[src/rtl/d_e_reg.sv]
// D->E pipeline register: captures one decoded instruction and hands it to E; bubbles on stall, flushes to the handler PC on req.
// Latency 1 cycle; no backpressure of its own, since the hazard unit's stall/req choose bubble or flush instead of holding.
module d_e_reg #(
    parameter logic [31:0] RESET_PC   = 32'h0000_3000,
    parameter logic [31:0] HANDLER_PC = 32'h0000_4180
) (
    input  logic        clk,
    input  logic        reset,
    input  logic        req,
    input  logic        stall,
    input  logic [31:0] D_pc,
    input  logic [31:0] D_instr,
    input  logic [31:0] D_rs_data,
    input  logic [31:0] D_rt_data,
    input  logic [31:0] D_ext_imm,
    input  logic [4:0]  D_exc_code,
    input  logic        D_bd,
    output logic [31:0] E_pc,
    output logic [31:0] E_instr,
    output logic [31:0] E_rs_data,
    output logic [31:0] E_rt_data,
    output logic [31:0] E_ext_imm,
    output logic [4:0]  E_exc_code,
    output logic        E_bd,
    output logic        E_valid
);

    always_ff @(posedge clk or posedge reset) begin
        if (reset) begin
            E_pc       <= RESET_PC;
            E_instr    <= '0;
            E_rs_data  <= '0;
            E_rt_data  <= '0;
            E_ext_imm  <= '0;
            E_exc_code <= '0;
            E_bd       <= 1'b0;
            E_valid    <= 1'b0;
        end else if (req) begin
            E_pc       <= HANDLER_PC;
            E_instr    <= '0;
            E_rs_data  <= '0;
            E_rt_data  <= '0;
            E_ext_imm  <= '0;
            E_exc_code <= '0;
            E_bd       <= 1'b0;
            E_valid    <= 1'b0;
        end else if (stall) begin
            // Bubble keeps the stalled instruction's PC/BD so an interrupt taken here gets the right EPC.
            E_pc       <= D_pc;
            E_instr    <= '0;
            E_rs_data  <= '0;
            E_rt_data  <= '0;
            E_ext_imm  <= '0;
            E_exc_code <= '0;
            E_bd       <= D_bd;
            E_valid    <= 1'b0;
        end else begin
            E_pc       <= D_pc;
            E_instr    <= D_instr;
            E_rs_data  <= D_rs_data;
            E_rt_data  <= D_rt_data;
            E_ext_imm  <= D_ext_imm;
            E_exc_code <= D_exc_code;
            E_bd       <= D_bd;
            E_valid    <= 1'b1;
        end
    end

endmodule

[config.mk]
export PLATFORM = sky130hd
export DESIGN_NAME = d_e_reg
export DESIGN_NICKNAME = d
export VERILOG_FILES = /design/src/rtl/d_e_reg.sv
export SDC_FILE = /design/constraint.sdc
export NUM_CORES = 1
export LEC_CHECK = 0
export ABC_AREA = 0
export CORE_AREA = 2 2 131 133
export DETAILED_ROUTE_END_ITERATION = 10
export DIE_AREA = 0 0 133 135
export PLACE_DENSITY_LB_ADDON = 0.25
export SYNTH_ARGS = -nofsm -noshare
export SYNTH_HDL_FRONTEND = slang
export SYNTH_SLANG_ARGS = --single-unit
[constraint.sdc]
create_clock -name clk -period 7 [get_ports clk]
set_input_delay 1.05 -clock clk [delete_from_list [all_inputs] [get_ports clk]]
set_output_delay 1.05 -clock clk [all_outputs]
set_load 0.02 [all_outputs]
==> flow_summary_export.csv <==
group,metric,value,unit
die,die_h,135,um
synthesis,syn_nets,538,
global_route,grt_max_degree,123,
worst_setup_path,path_cells,"clkdlybuf4s50_1",
synthesis,ys_top_cells_by_area,"dfrtp_1 (73%), nor3b_1 (16%), nor2b_1 (3.1%)",
synthesis,yosys.cell_count.top_type,"dfrtp_1",
synthesis,netlist_area,0.00567,sq mm
global_route,grt_pass1_wl,24000,um
synthesis,synth.distinct_cells,13,
route,ant_nets,0,
final_layout,layout-drive-gt1-share,7.65,%
route,drc,0,
final_layout,final_nets,863,
synthesis,synth_top_area_share,72.8,%
cts,cts_made_buffers,17,
route,routed_wl,15700,um
cts,clock_path_buffers,2,
sta,timing.hold.ws,1.15,ns
flow_run,max-cap-violations,0,
min_path,hp-class,"input pin to flop",
sta,rsz0062_at_grt,"false",
global_route,grt_use_total,17.8,%
min_path,min_to,"E_pc[13]$_DFF_PP1_",
final_layout,nFillCells,1260,
cts,cts_sinks,167,
worst_setup_path,cp.required,5.95,ns
synthesis,seq_area_frac_synth,73.7,%
route,wl_per_cell,17.0,um
worst_setup_path,crit_type,"flop to primary output",
min_path,hold_depth,2,
route,drt-pass1-iter-count,4,
synthesis,synth_area_leader_cell,"dfrtp_1",
synthesis,avgSynthCellArea,15.4,sq um
sta,min_period_over_period,37.1,%
route,avgViaCountPerCell,4.42,
route,vias,4094,
cts,cts.clk_slew.worst_paths,0.06,ns
worst_setup_path,cp_num_buf_inv,1,
final_layout,area_delta_synth_final,71.2,%
global_route,antenna_found_initial,0,
sta,max_clock_freq,385,MHz
die,rows,47,
worst_setup_path,cp-startpoint,"E_pc[13]$_DFF_PP1_",
worst_setup_path,cp_top_family,"buffers and inverters",
sta,hold_viol,0,
global_route,grt.overflow.total,0,
power,p_leak,4.05,nW
die,die_area,0.0180,sq mm
synthesis,syn_inst,368,
sta,maxSlewViolCount,0,
final_layout,multi_input_area,0.00127,sq mm
power,vdd_ir_drop_max,0.150,mV
run_status,status,"finished clean",
final_layout,seqCellArea,0.00418,sq mm
synthesis,ys_seq_elements,167,
cts,ctsHoldBuffers,0,
synthesis,synth-warning-count,0,
place,gp_congestion,0.826,
final_layout,diodes,0,
sta,slew_headroom,30.5,%
power,p_total,2.25,mW
die,core_area,0.0164,sq mm
worst_setup_path,cp.arrival,1.54,ns
sta,setup_tns,0,ns
sta,setup_violations,0,
die,initial_core_util,34.6,%
die,die_w,133,um
route,drt-initial-drc-count,218,
cts,cts-htree-levels,4,
power,p_per_area,232,mW/mm^2
place,port_buffers,336,
min_path,min_from,"D_pc[13]",
worst_setup_path,slowest_stage,"clkdlybuf4s50_1",
cts,postCtsSetupBuffers,0,
synthesis,synth_edf_count,0,
synthesis,netlist_top_cells_count,"dfrtp_1 (165), nor3b_1 (121), nor2b_1 (28)",
die,top_level_ports,337,
cts,cts_resized,0,
worst_setup_path,end_kind,"primary output",
worst_setup_path,slowest_delay,0.61,ns
sta,worstMarginPinSlew,1.04,ns
worst_setup_path,critPathMaxFanout,1,
synthesis,synthFlopType,"dfrtp_1",
worst_setup_path,crit_path_start_kind,"flop",
final_layout,fin_util,59.2,%
global_route,first_global_vias,4401,
place,dp_hpwl,11100,um
sta,period_needed,2.59,ns
cts,cts_tree,"built",
cts,clockRootBuffer,"clkbuf_16",
synthesis,async_flop_share,100,%
## state kept, by name, summed over array words and instances (netlist names)
| signal | count |
|---|---|
| E_ext_imm | 32 |
| E_pc | 32 |
| E_valid | 1 |
| E_exc_code | 5 |
| E_bd | 1 |
| E_instr | 32 |
| E_rs_data | 32 |
| E_rt_data | 32 |
## worst max-delay path by stage
stage	to	slack [ns]	depth (start not counted)
after floorplan	E_bd$_DFF_PP0_	1.43	1
final	E_pc[13]	4.41	1
after global routing	E_rs_data[25]$_DFF_PP0_	4.18	3
after global placement	E_instr[28]$_DFF_PP0_	4.05	3
after detailed placement	E_rs_data[26]$_DFF_PP0_	3.97	3
after CTS	E_pc[13]	4.38	1
## routing by layer
metal / track usage [%] / share of wire, %
met1: 19.0 / 36
met2: 30.5 / 52
met3: 6.91 / 8.7
met4: 9.32 / 3.2
met5: 0 / 0
## power breakdown
part	internal, mW	leakage, nW	total, mW	switching, mW
logic	0.174	1.55	0.310	0.136
clock network	0.553	0.289	0.925	0.371
registers	1.00	2.21	1.02	0.0108
## area by class of cell
type                            instances  share of cell area (%)
Sequential cell                       167                    43.1
Timing Repair Buffer                  339                    34.8
Tap cell                              220                    2.84
Multi-Input combinational cell        167                    13.1
Clock buffer                           21                    4.85
Inverter                                1                  0.0902
Clock inverter                         11                    1.25
## metrics by stage
| stage | instances | setup WS [ns] | cell area, sq um |
|---|---|---|---|
| final | 926 | 4.41 | 9710 |
| after global routing | 926 | 4.18 | 9710 |
| after CTS | 926 | 4.38 | 9710 |
| after detailed placement | 894 | 3.97 | 9120 |
| after global placement | 894 | 4.05 | 9120 |
| after floorplan | 368 | 1.43 | 5670 |
## kinds of logic after synthesis
family | share of synthesized area [%]
buffers and inverters | 3.88
flip-flops | 73.7
AND/OR/NAND/NOR | 22.4
## cell usage in the layout (no fill, tap or decap), types with 3 or more instances in the layout
cell type | Yosys | routed
clkbuf_16 | 0 | 17
buf_4 | 5 | 5
nor2b_1 | 28 | 28
clkbuf_8 | 0 | 3
dfrtp_1 | 165 | 165
nor3b_2 | 12 | 12
clkdlybuf4s50_1 | 0 | 334
or2_2 | 3 | 3
clkinv_2 | 0 | 4
nor3b_1 | 121 | 121
Note: power is estimated with default switching activity, not from simulation.
